$ cat config.mk
export PLATFORM = sky130hd
export DESIGN_NAME = core_id_stage
export DESIGN_NICKNAME = d
export VERILOG_FILES = /design/src/rtl/core_id_stage_pkg.sv /design/src/rtl/core_id_stage_regfile.sv /design/src/rtl/core_id_stage.sv
export SDC_FILE = /design/constraint.sdc
export NUM_CORES = 2
export LEC_CHECK = 0
export BUFFER_PORTS_ARGS = -buffer_cell sky130_fd_sc_hd__clkbuf_2
export CORE_MARGIN = 4
export CORE_UTILIZATION = 28
export CTS_BUF_LIST = sky130_fd_sc_hd__clkbuf_4
export DETAILED_ROUTE_END_ITERATION = 10
export PLACE_DENSITY = 0.43
export SLEW_MARGIN = 20
export SYNTH_ARGS = -nofsm -noshare
export SYNTH_HDL_FRONTEND = slang
export SYNTH_HIERARCHICAL = 1
export SYNTH_SLANG_ARGS = --single-unit
$ cat constraint.sdc
create_clock -name clk -period 3 [get_ports clk]
set_clock_uncertainty 0.05 [all_clocks]
set_input_delay 0.45 -clock clk [delete_from_list [all_inputs] [get_ports clk]]
set_output_delay 0.45 -clock clk [all_outputs]
set_load 0.02 [all_outputs]
$ cat src/rtl/core_id_stage_pkg.sv
// core_id_stage_pkg
//   Shared definitions for the RV32IM decode stage: widths, the bubble
//   encoding, opcode constants, operand/write-back select encodings, the
//   decoded control bundle, and the decode helpers. Those helpers are pure
//   functions, so the bubble constant can be derived from NOP_INSN at
//   elaboration time.
package core_id_stage_pkg;

    localparam int          XLEN     = 32;
    localparam int          REG_AW   = 5;
    localparam logic [31:0] NOP_INSN = 32'h0000_0013;   // ADDI x0,x0,0

    // Major opcodes
    localparam logic [6:0] OPC_OP     = 7'b0110011;
    localparam logic [6:0] OPC_OP_IMM = 7'b0010011;
    localparam logic [6:0] OPC_LOAD   = 7'b0000011;
    localparam logic [6:0] OPC_STORE  = 7'b0100011;
    localparam logic [6:0] OPC_BRANCH = 7'b1100011;
    localparam logic [6:0] OPC_JAL    = 7'b1101111;
    localparam logic [6:0] OPC_JALR   = 7'b1100111;
    localparam logic [6:0] OPC_LUI    = 7'b0110111;
    localparam logic [6:0] OPC_AUIPC  = 7'b0010111;

    // ALU operand A select
    localparam logic [1:0] SRC_A_RS1  = 2'd0;
    localparam logic [1:0] SRC_A_PC   = 2'd1;
    localparam logic [1:0] SRC_A_ZERO = 2'd2;

    // Write-back source select
    localparam logic [1:0] WB_SEL_ALU = 2'd0;
    localparam logic [1:0] WB_SEL_MEM = 2'd1;
    localparam logic [1:0] WB_SEL_PC4 = 2'd2;

    typedef enum logic [2:0] {
        IMM_R, IMM_I, IMM_S, IMM_B, IMM_U, IMM_J
    } imm_fmt_e;

    // Everything the execute stage needs that comes from the instruction word.
    typedef struct packed {
        logic [REG_AW-1:0] rs1;
        logic [REG_AW-1:0] rs2;
        logic [REG_AW-1:0] rd;
        logic [XLEN-1:0]   imm;
        logic [4:0]        alu_op;     // {is_muldiv, funct7[5], funct3}
        logic [1:0]        src_a_sel;
        logic              src_b_imm;
        logic              mem_rd;
        logic              mem_wr;
        logic [2:0]        mem_size;
        logic              wb_en;
        logic [1:0]        wb_sel;
        logic              branch;
        logic              jump;
        logic              jalr;
        logic              illegal;
    } id_ctrl_t;

    // Registered decode -> execute bundle.
    typedef struct packed {
        logic            valid;
        logic [XLEN-1:0] pc;
        logic [XLEN-1:0] pc4;
        logic [XLEN-1:0] rs1_data;
        logic [XLEN-1:0] rs2_data;
        id_ctrl_t        ctrl;
    } id_bundle_t;

    function automatic logic [XLEN-1:0] gen_imm(input logic [31:0] insn,
                                                input imm_fmt_e    fmt);
        logic [XLEN-1:0] imm;
        case (fmt)
            IMM_I:   imm = {{20{insn[31]}}, insn[31:20]};
            IMM_S:   imm = {{20{insn[31]}}, insn[31:25], insn[11:7]};
            IMM_B:   imm = {{19{insn[31]}}, insn[31], insn[7], insn[30:25],
                            insn[11:8], 1'b0};
            IMM_U:   imm = {insn[31:12], 12'b0};
            IMM_J:   imm = {{11{insn[31]}}, insn[31], insn[19:12], insn[20],
                            insn[30:21], 1'b0};
            default: imm = '0;
        endcase
        return imm;
    endfunction

    // rs1 is read by every format except U/J; rs2 only by R/S/B.
    function automatic logic uses_rs1(input logic [6:0] opc);
        return (opc == OPC_OP) || (opc == OPC_OP_IMM) || (opc == OPC_LOAD) ||
               (opc == OPC_STORE) || (opc == OPC_BRANCH) || (opc == OPC_JALR);
    endfunction

    function automatic logic uses_rs2(input logic [6:0] opc);
        return (opc == OPC_OP) || (opc == OPC_STORE) || (opc == OPC_BRANCH);
    endfunction

    function automatic id_ctrl_t decode_insn(input logic [31:0] insn);
        id_ctrl_t   c;
        imm_fmt_e   fmt;
        logic [6:0] opc;
        logic [2:0] f3;
        logic [6:0] f7;
        opc         = insn[6:0];
        f3          = insn[14:12];
        f7          = insn[31:25];
        fmt         = IMM_R;
        c           = '0;
        c.rs1       = insn[19:15];
        c.rs2       = insn[24:20];
        c.rd        = insn[11:7];
        c.src_b_imm = 1'b1;
        case (opc)
            OPC_OP: begin
                c.src_b_imm = 1'b0;
                c.wb_en     = 1'b1;
                case (f7)
                    7'b0000000: c.alu_op = {2'b00, f3};
                    7'b0100000: begin
                        // only SUB and SRA carry funct7[5]
                        c.alu_op  = {2'b01, f3};
                        c.illegal = !((f3 == 3'b000) || (f3 == 3'b101));
                    end
                    7'b0000001: c.alu_op = {2'b10, f3};
                    default:    c.illegal = 1'b1;
                endcase
            end
            OPC_OP_IMM: begin
                fmt      = IMM_I;
                c.wb_en  = 1'b1;
                c.alu_op = {2'b00, f3};
                if (f3 == 3'b001) begin
                    c.illegal = (f7 != 7'b0000000);
                end else if (f3 == 3'b101) begin
                    // SRLI vs SRAI; upper immediate bits are funct7 here
                    c.alu_op[3] = (f7 == 7'b0100000);
                    c.illegal   = (f7 != 7'b0000000) && (f7 != 7'b0100000);
                end
            end
            OPC_LUI: begin
                fmt         = IMM_U;
                c.src_a_sel = SRC_A_ZERO;
                c.wb_en     = 1'b1;
            end
            OPC_AUIPC: begin
                fmt         = IMM_U;
                c.src_a_sel = SRC_A_PC;
                c.wb_en     = 1'b1;
            end
            OPC_JAL: begin
                fmt         = IMM_J;
                c.src_a_sel = SRC_A_PC;
                c.wb_en     = 1'b1;
                c.wb_sel    = WB_SEL_PC4;
                c.jump      = 1'b1;
            end
            OPC_JALR: begin
                fmt       = IMM_I;
                c.wb_en   = 1'b1;
                c.wb_sel  = WB_SEL_PC4;
                c.jump    = 1'b1;
                c.jalr    = 1'b1;
                c.illegal = (f3 != 3'b000);
            end
            OPC_BRANCH: begin
                fmt         = IMM_B;
                c.src_b_imm = 1'b0;     // comparison uses rs2; imm feeds target
                c.alu_op    = {2'b00, f3};
                c.branch    = 1'b1;
                c.illegal   = (f3 == 3'b010) || (f3 == 3'b011);
            end
            OPC_LOAD: begin
                fmt        = IMM_I;
                c.mem_rd   = 1'b1;
                c.mem_size = f3;
                c.wb_en    = 1'b1;
                c.wb_sel   = WB_SEL_MEM;
                c.illegal  = (f3 == 3'b011) || (f3 == 3'b110) || (f3 == 3'b111);
            end
            OPC_STORE: begin
                fmt        = IMM_S;
                c.mem_wr   = 1'b1;
                c.mem_size = f3;
                c.illegal  = (f3[2] == 1'b1) || (f3 == 3'b011);
            end
            default: c.illegal = 1'b1;
        endcase
        c.imm = gen_imm(insn, fmt);
        // An illegal instruction must not have architectural side effects.
        if (c.illegal) begin
            c.wb_en  = 1'b0;
            c.mem_rd = 1'b0;
            c.mem_wr = 1'b0;
            c.branch = 1'b0;
            c.jump   = 1'b0;
            c.jalr   = 1'b0;
        end
        if (c.rd == '0) begin
            c.wb_en = 1'b0;
        end
        return c;
    endfunction

endpackage

$ cat src/rtl/core_id_stage_regfile.sv
// core_regfile
//   Integer register file: 2^REG_ADDR_WIDTH entries of DATA_WIDTH bits.
//   x0 is hardwired to zero and ignores writes. Two asynchronous read ports,
//   one synchronous write port. A read of the register being written this
//   cycle returns the incoming data (write-first bypass), so decode never
//   sees a stale operand for the instruction retiring in write-back.
// Ports:
//   clk, rst_n              clock, async active-low reset (clears all regs)
//   rs1_addr_i/rs1_data_o   read port A
//   rs2_addr_i/rs2_data_o   read port B
//   we_i, waddr_i, wdata_i  write port
module core_regfile
    import core_id_stage_pkg::*;
#(
    parameter int DATA_WIDTH     = XLEN,
    parameter int REG_ADDR_WIDTH = REG_AW
) (
    input  logic                      clk,
    input  logic                      rst_n,
    input  logic [REG_ADDR_WIDTH-1:0] rs1_addr_i,
    input  logic [REG_ADDR_WIDTH-1:0] rs2_addr_i,
    output logic [DATA_WIDTH-1:0]     rs1_data_o,
    output logic [DATA_WIDTH-1:0]     rs2_data_o,
    input  logic                      we_i,
    input  logic [REG_ADDR_WIDTH-1:0] waddr_i,
    input  logic [DATA_WIDTH-1:0]     wdata_i
);

    localparam int NUM_REGS = 1 << REG_ADDR_WIDTH;

    logic [NUM_REGS-1:0][DATA_WIDTH-1:0] regs_d, regs_q;
    logic                                wr_hit;

    assign wr_hit = we_i && (waddr_i != '0);

    always_comb begin
        regs_d = regs_q;
        if (wr_hit) begin
            regs_d[waddr_i] = wdata_i;
        end
        regs_d[0] = '0;
    end

    always_ff @(posedge clk or negedge rst_n) begin
        if (!rst_n) begin
            regs_q <= '0;
        end else begin
            regs_q <= regs_d;
        end
    end

    always_comb begin
        rs1_data_o = (wr_hit && (waddr_i == rs1_addr_i)) ? wdata_i : regs_q[rs1_addr_i];
        rs2_data_o = (wr_hit && (waddr_i == rs2_addr_i)) ? wdata_i : regs_q[rs2_addr_i];
    end

endmodule

$ cat src/rtl/core_id_stage.sv
// core_id_stage
//   Decode stage of the 5-stage RV32IM core. Decodes the fetched word, reads
//   the register file, detects load-use hazards against the instruction in
//   execute, and registers a control/operand bundle for execute.
//   A bubble is the decoded NOP_INSN with valid=0 and zero PC/operands; it is
//   also the reset value of the bundle.
// Ports:
//   clk, rst_n                  clock, async active-low reset
//   d_instruction_i/pc/pc4      fetched instruction and its PCs
//   flush_i                     squash decode instruction (wins over hazard)
//   stall_i                     hold all e_* registers
//   wb_we_i/rd/data             write-back into the register file
//   hazard_stall_o              combinational load-use stall request to fetch
//   e_*                         registered bundle for execute
module core_id_stage #(
    parameter int          DATA_WIDTH     = core_id_stage_pkg::XLEN,
    parameter int          REG_ADDR_WIDTH = core_id_stage_pkg::REG_AW,
    parameter logic [31:0] NOP_INSN       = core_id_stage_pkg::NOP_INSN
) (
    input  logic                      clk,
    input  logic                      rst_n,
    input  logic [31:0]               d_instruction_i,
    input  logic [DATA_WIDTH-1:0]     d_pc_i,
    input  logic [DATA_WIDTH-1:0]     d_pc4_i,
    input  logic                      flush_i,
    input  logic                      stall_i,
    input  logic                      wb_we_i,
    input  logic [REG_ADDR_WIDTH-1:0] wb_rd_i,
    input  logic [DATA_WIDTH-1:0]     wb_data_i,
    output logic                      hazard_stall_o,
    output logic                      e_valid_o,
    output logic [DATA_WIDTH-1:0]     e_pc_o,
    output logic [DATA_WIDTH-1:0]     e_pc4_o,
    output logic [REG_ADDR_WIDTH-1:0] e_rs1_o,
    output logic [REG_ADDR_WIDTH-1:0] e_rs2_o,
    output logic [REG_ADDR_WIDTH-1:0] e_rd_o,
    output logic [DATA_WIDTH-1:0]     e_rs1_data_o,
    output logic [DATA_WIDTH-1:0]     e_rs2_data_o,
    output logic [DATA_WIDTH-1:0]     e_imm_o,
    output logic [4:0]                e_alu_op_o,
    output logic [1:0]                e_src_a_sel_o,
    output logic                      e_src_b_imm_o,
    output logic                      e_mem_rd_o,
    output logic                      e_mem_wr_o,
    output logic [2:0]                e_mem_size_o,
    output logic                      e_wb_en_o,
    output logic [1:0]                e_wb_sel_o,
    output logic                      e_branch_o,
    output logic                      e_jump_o,
    output logic                      e_jalr_o,
    output logic                      e_illegal_o
);

    import core_id_stage_pkg::*;

    localparam id_ctrl_t   BUBBLE_CTRL = decode_insn(NOP_INSN);
    localparam id_bundle_t BUBBLE      = '{valid: 1'b0, pc: '0, pc4: '0,
                                           rs1_data: '0, rs2_data: '0,
                                           ctrl: BUBBLE_CTRL};

    id_ctrl_t        ctrl_dec;
    id_bundle_t      bundle_d, bundle_q;
    logic [XLEN-1:0] rs1_rdata, rs2_rdata;
    logic            rs1_hit, rs2_hit, hazard;

    core_regfile #(
        .DATA_WIDTH     (DATA_WIDTH),
        .REG_ADDR_WIDTH (REG_ADDR_WIDTH)
    ) u_regfile (
        .clk        (clk),
        .rst_n      (rst_n),
        .rs1_addr_i (d_instruction_i[19:15]),
        .rs2_addr_i (d_instruction_i[24:20]),
        .rs1_data_o (rs1_rdata),
        .rs2_data_o (rs2_rdata),
        .we_i       (wb_we_i),
        .waddr_i    (wb_rd_i),
        .wdata_i    (wb_data_i)
    );

    assign ctrl_dec = decode_insn(d_instruction_i);

    // Load-use: the load in execute has not produced its data yet, so a
    // consumer in decode must wait one cycle. Only sources the format really
    // reads count; a flush squashes the consumer, so no stall is needed.
    always_comb begin
        rs1_hit = uses_rs1(d_instruction_i[6:0]) && (ctrl_dec.rs1 == bundle_q.ctrl.rd);
        rs2_hit = uses_rs2(d_instruction_i[6:0]) && (ctrl_dec.rs2 == bundle_q.ctrl.rd);
        hazard  = bundle_q.valid && bundle_q.ctrl.mem_rd && (bundle_q.ctrl.rd != '0) &&
                  (rs1_hit || rs2_hit) && !flush_i;
    end

    assign hazard_stall_o = hazard;

    always_comb begin
        bundle_d = bundle_q;
        if (!stall_i) begin
            if (flush_i || hazard) begin
                bundle_d = BUBBLE;
            end else begin
                bundle_d.valid    = 1'b1;
                bundle_d.pc       = d_pc_i;
                bundle_d.pc4      = d_pc4_i;
                bundle_d.rs1_data = rs1_rdata;
                bundle_d.rs2_data = rs2_rdata;
                bundle_d.ctrl     = ctrl_dec;
            end
        end
    end

    always_ff @(posedge clk or negedge rst_n) begin
        if (!rst_n) begin
            bundle_q <= BUBBLE;
        end else begin
            bundle_q <= bundle_d;
        end
    end

    assign e_valid_o     = bundle_q.valid;
    assign e_pc_o        = bundle_q.pc;
    assign e_pc4_o       = bundle_q.pc4;
    assign e_rs1_o       = bundle_q.ctrl.rs1;
    assign e_rs2_o       = bundle_q.ctrl.rs2;
    assign e_rd_o        = bundle_q.ctrl.rd;
    assign e_rs1_data_o  = bundle_q.rs1_data;
    assign e_rs2_data_o  = bundle_q.rs2_data;
    assign e_imm_o       = bundle_q.ctrl.imm;
    assign e_alu_op_o    = bundle_q.ctrl.alu_op;
    assign e_src_a_sel_o = bundle_q.ctrl.src_a_sel;
    assign e_src_b_imm_o = bundle_q.ctrl.src_b_imm;
    assign e_mem_rd_o    = bundle_q.ctrl.mem_rd;
    assign e_mem_wr_o    = bundle_q.ctrl.mem_wr;
    assign e_mem_size_o  = bundle_q.ctrl.mem_size;
    assign e_wb_en_o     = bundle_q.ctrl.wb_en;
    assign e_wb_sel_o    = bundle_q.ctrl.wb_sel;
    assign e_branch_o    = bundle_q.ctrl.branch;
    assign e_jump_o      = bundle_q.ctrl.jump;
    assign e_jalr_o      = bundle_q.ctrl.jalr;
    assign e_illegal_o   = bundle_q.ctrl.illegal;

endmodule

-- After elaboration in Yosys (flattened, before gate mapping)
Index checks and enable logic that the tools add are counted.
- register bits after elaboration: 1188
- word-level logic and storage cells: 160
- bits of input ports: 138
- multiplexer cells: 34
- reduce and logical (&&, ||, !) cells: 43
- $lt $le $gt $ge: 4
- equality and inequality tests: 27
- operators with widths (kind ; number):
    $bwmux 1024 ; 1
    $bmux 32 s5 ; 2
    $mux 196 ; 1
    $demux 32 s5 ; 1
    $mux 32 ; 5
    $pmux 32 s5 ; 1
    $pmux 5 s3 ; 2
    $eq 7x6->1 const B ; 4
    $eq 7x7->1 const B ; 3
    $eq 5x5->1 ; 4
    $lt 5x6->1 const B ; 3
    $eq 3x3->1 const B ; 5
    $pmux 3 s5 ; 1
    $eq 7x5->1 const B ; 2
    $logic_or 1x1->1 ; 14
    $mux 1 ; 13
    $eq 3x2->1 const B ; 4
    $reduce_or 2->1 ; 6
    $logic_and 1x1->1 ; 11
    $reduce_bool 5->1 ; 2
    $pmux 2 s2 ; 2
    $eq 7x1->1 const B ; 1
    $eq 7x2->1 const B ; 1
    $logic_not 7->1 ; 1
    14 further kinds ; 18

-- Logic depth before layout (Yosys ltp)
- depth after elaboration: 12
- mapped depth: 12
- gate-level depth less buffers: 6

-- Hierarchy
The synthesis kept the hierarchy.
- by module, submodules not included (module ; instances ; seq. area each (um^2) ; area each (um^2) ; cells an instance):
    core_regfile ; 1 ; 24823.8 ; 53401.2 ; 3614
    core_id_stage ; 1 ; 4906.0 ; 7813.7 ; 607

-- Least setup slack after synthesis
No wires, ideal clock.
- kind: input to register
- start: input port d_instruction_i[20]
- end: register bundle_q, in the netlist e_rs2_data_o[10]
- setup time: 121 ps
- setup slack: 481 ps
- path buffers: 3
- stages: 8
- arrival: 2348 ps
- required time: 2829 ps
- cells stage by stage: buf_6 buf_6 buf_2 mux4_2 mux4_2 nor2b_1 o31ai_1 a22o_1
- RTL lines (item ; line ; RTL):
    start, declared ; core_id_stage.sv:22 ; input logic [31:0] d_instruction_i,
    $bmux 32 s5 / $eq 5x5->1 (equally long branches) ; core_id_stage_regfile.sv:54 ; rs2_data_o = (wr_hit && (waddr_i == rs2_addr_i)) ? wdata_i : regs_q[rs2_addr_i];
    $mux 32 (not written as such) / $logic_and 1x1->1 (equally long branches) ; core_id_stage_regfile.sv:54 ;
    $mux 32 * ; core_id_stage_regfile.sv:54 ;
    via rs2_rdata[10] ; core_id_stage.sv:63 ; logic [XLEN-1:0] rs1_rdata, rs2_rdata;
    $mux 196 * ; core_id_stage.sv:98 ; if (flush_i || hazard) begin
    end signal, assigned ; core_id_stage.sv:115 ; bundle_q <= bundle_d;
    end, declared ; core_id_stage.sv:62 ; id_bundle_t bundle_d, bundle_q;
The timed path passes the listed nets; every way through them passes the cells marked *. The select of a mux whose other input is x is not followed.
A chain may end at the register's enable or synchronous reset.

-- Worst setup path in the final report
- start: register bundle_q, in the netlist e_rd_o[3]
- end: output port hazard_stall_o
- longest elaborated chain between the ends: 5
- ends and longest elaborated chain (item ; line ; RTL):
    $eq 5x5->1, on equally long branches ; core_id_stage.sv:87, core_id_stage.sv:88 ;
    $logic_and 1x1->1, on equally long branches ; core_id_stage.sv:87, core_id_stage.sv:88 ;
    $logic_or 1x1->1 ; core_id_stage.sv:90 ; (rs1_hit || rs2_hit) && !flush_i;
    $logic_and 1x1->1 * ; core_id_stage.sv:89 ; hazard = bundle_q.valid && bundle_q.ctrl.mem_rd && (bundle_q.ctrl.rd != '0) &&
    $logic_and 1x1->1 * ; core_id_stage.sv:90 ;
    end, declared ; core_id_stage.sv:30 ; output logic hazard_stall_o,
Mark *: on every way between the ends. The rest lies on a longest branch, timed or not.

==> reports/metrics.yaml <==
max_cap_violations: 0
drt_wl_total_um: 246000
avgSynthCellArea_sq_um: 14.5
synth-seq-cells: 1188
yosys_warnings: 6
core_sq_um: 217000
vias: 43852
power_leakage_nw: 33.1
fmax_mhz: 299
grt_max_degree: 105
maxSlewViolCount: 0
dpl.hpwl_um: 155000
synthArstFlopShare_pct: 100
wl_per_cell_um: 30.3
r2r_start: "e_rd_o[3]$_DFFE_PN0N_"
synthesis.nets: 4359
clock_path_buffers: 4
clock-root-buffer: "clkbuf_4"
p_sw_mw: 13.7
io_buffers: 334
synth_edf_count: 0
violations: "setup timing"
drt-met1-wl_um: 109000
die_x_um: 476
design_area_sq_um: 75500
antenna_found_initial: 22
vias_per_cell: 5.40
dr.pass1.iters: 5
peakVddDrop_mv: 0.478
track_usage_pct: 21.4
clock-sinks: 1188
seq_power_share_pct: 45.2
cts_tree: "done"
area_growth_syn_to_layout_pct: 23.3
layout_commonest_cell: "dfrtp_1"
status: "finished with violations"
rr_endpoint: "e_imm_o[26]$_DFFE_PN0N_"
place_area_sq_um: 68500
die_h_um: 476
start_util_pct: 28.2
internal-power_mw: 32.7
finalPower_mw: 46.4
power_frac_comb_pct: 21.2
grt_overflow: 0
mostFrequentLayoutCells: "1,182 x dfrtp_1, 1,120 x mux2_2, 518 x clkbuf_4, 431 x mux4_2, 322 x clkbuf_2"
cp.arrival_ns: 2.84
worstPathRequired_ns: 2.50
top_layer: "met5"
tightest_slew_ns: 0.883
worst_slack_ns: -0.343
rrSetupSlack_ns: 0.09
postRouteAntennaNets: 0
drc: 0
syn_area_sq_um: 61200
clock_latency_ns: 1.36
fin_setup_tns_ns: -0.343
h-tree-depth: 5
synthCells: 4221
setup_viol: 1
cp_max_fo: 3
start_kind: "register"
end_kind: "output pin"
slew_headroom_pct: 41.2
die_area_sq_um: 226000
drive_gt1_share_pct: 53.1
p_clk_share_pct: 33.6
reg2regPathDepth: 8
min_from: "d_instruction_i[4]"
drt_iter0_markers: 3146
critPathKind: "reg -> out"
rsz0062_at_grt: "true"
clk_pin_slew_ns: 0.07
yosysUniqueCellTypes: 59
io_pins: 335
ys_seq_area_share_pct: 48.6
synth_ff_type: "dfrtp_1"
final.min_clock_period_ns: 3.34
p_per_area_nw_per_um2: 615
final-hold-violation-count: 0
place_congestion: 0.799
grt_pass1_wl_um: 349000
fillers: 21275
wl_met3_um: 14400
period_share_pct: 111
p_sw_share_pct: 29.4
route.met2.wl_um: 115000
whs_ns: 0.217
rows: 171
grt_pass1_vias: 45715
cts_buffers: 357
hp-class: "in -> reg"
holdPathEnd: "e_wb_sel_o[0]$_DFFE_PN0N_"
hold_depth: 4
nets: 5164
[logic make-up (layout without fill, tap and decap cells)]
kind of cell / after synthesis / after routing / share of synthesized area [%]
XOR/XNOR: 21 / 21 / 0.313
AO/OA/AOI/OAI: 555 / 555 / 6.80
multiplexers: 1643 / 1643 / 38.0
buffers and inverters: 455 / 1485 / 3.42
other: 0 / 9 / 0
AND/OR/NAND/NOR: 359 / 360 / 2.93
flip-flops: 1188 / 1188 / 48.6
[state kept, by name, indices dropped and copies added, names as in the netlist, 2 cells and up]
| signal | count |
|---|---|
| e_rs1_o | 5 |
| e_imm_o | 32 |
| e_pc4_o | 32 |
| e_rs2_o | 5 |
| e_rd_o | 5 |
| e_pc_o | 32 |
| e_rs2_data_o | 32 |
| e_src_a_sel_o | 2 |
| e_alu_op_o | 5 |
| e_wb_sel_o | 2 |
| e_mem_size_o | 3 |
| u_regfile/regs_q | 992 |
| e_rs1_data_o | 32 |
[how the worst max path moves through the flow]
stage                                              end                   from  cells after the start
after floorplan           e_rs2_data_o[10]$_DFFE_PN0N_    d_instruction_i[20]                      8
after global placement    e_rs2_data_o[24]$_DFFE_PN0N_    d_instruction_i[20]                      9
after detailed placement  e_rs2_data_o[24]$_DFFE_PN0N_    d_instruction_i[20]                      9
after CTS                               hazard_stall_o  e_rd_o[3]$_DFFE_PN0N_                      4
after global routing                    hazard_stall_o  e_rd_o[3]$_DFFE_PN0N_                      4
final                                   hazard_stall_o  e_rd_o[3]$_DFFE_PN0N_                      4
[cell usage after synthesis, types with 7 or more instances]
| library cell | count | share of area (%) |
|---|---|---|
| mux2i_1 | 92 | 1.5 |
| mux4_2 | 431 | 16 |
| buf_1 | 61 | 0.37 |
| o22ai_1 | 96 | 0.98 |
| mux2_2 | 1120 | 21 |
| a21oi_1 | 47 | 0.38 |
| nand2_1 | 130 | 0.80 |
| buf_4 | 7 | 0.086 |
| a32o_1 | 15 | 0.25 |
| o21ai_0 | 43 | 0.35 |
| xnor2_1 | 15 | 0.21 |
| o31ai_1 | 63 | 0.77 |
| dfrtp_1 | 1187 | 49 |
| nor2_1 | 59 | 0.36 |
| buf_6 | 23 | 0.42 |
| or3_1 | 33 | 0.34 |
| nand3b_1 | 7 | 0.086 |
| a22o_1 | 143 | 2.0 |
| a221oi_1 | 96 | 1.4 |
| buf_2 | 129 | 1.1 |
| nor2b_1 | 39 | 0.40 |
| nor3_1 | 39 | 0.32 |
| nand3_1 | 12 | 0.098 |
| a22oi_1 | 24 | 0.29 |
| clkbuf_1 | 228 | 1.4 |
[per-stage QoR]
stage	instances	utilization [%]	setup WS, ns
final	8115	34.7	-0.343
after global routing	8110	34.7	-0.521
after CTS	8105	34.7	-0.506
after detailed placement	7258	31.5	-0.0319
after global placement	7258	31.5	-0.0566
after floorplan	4221	-	0.481
[critical path, cell delays in order (launching register included)]
cell and delay, ns:
dfrtp_2 0.44, or4_1 0.52, o211ai_1 0.28, nor3_2 0.12, buf_4 0.17
[per-layer routing]
layer	vias up	track usage, %
met2	1548	34.4
li1	18235	-
met1	23663	29.0
met4	16	6.66
met5	-	0
met3	390	4.36
[final cells by class]
cell class | count | area [sq um] | share of cell area [%]
Clock inverter | 67 | 387 | 0.512
Clock buffer | 518 | 3890 | 5.15
Multi-Input combinational cell | 2579 | 29700 | 39.3
Timing Repair Buffer | 895 | 8180 | 10.8
Inverter | 5 | 18.8 | 0.0249
Sequential cell | 1188 | 29700 | 39.4
Tap cell | 2854 | 3570 | 4.73
Antenna cell | 9 | 22.5 | 0.0298
[power by group through the flow]
stage               combinational [mW]  sequential, mW  clock, mW
finish                            9.83            21.0       15.6
global route                      10.5            21.3       17.1
CTS                               9.86            20.9       16.2
detailed placement                9.55            21.2          0
global placement                  9.45            21.1          0
floorplan                         6.55            20.6          0
[timing repair]
action | in CTS | in global routing
pin swaps | 3 | 7
gates resized for setup | 5 | 10
hold buffers | 259 | 0
gates cloned | 0 | 1
setup buffers | 3 | 1
endpoints found under the setup margin | 1 | 26
endpoints found under the hold margin | 2376 | 0
Note: power is estimated with default switching activity, not from simulation.
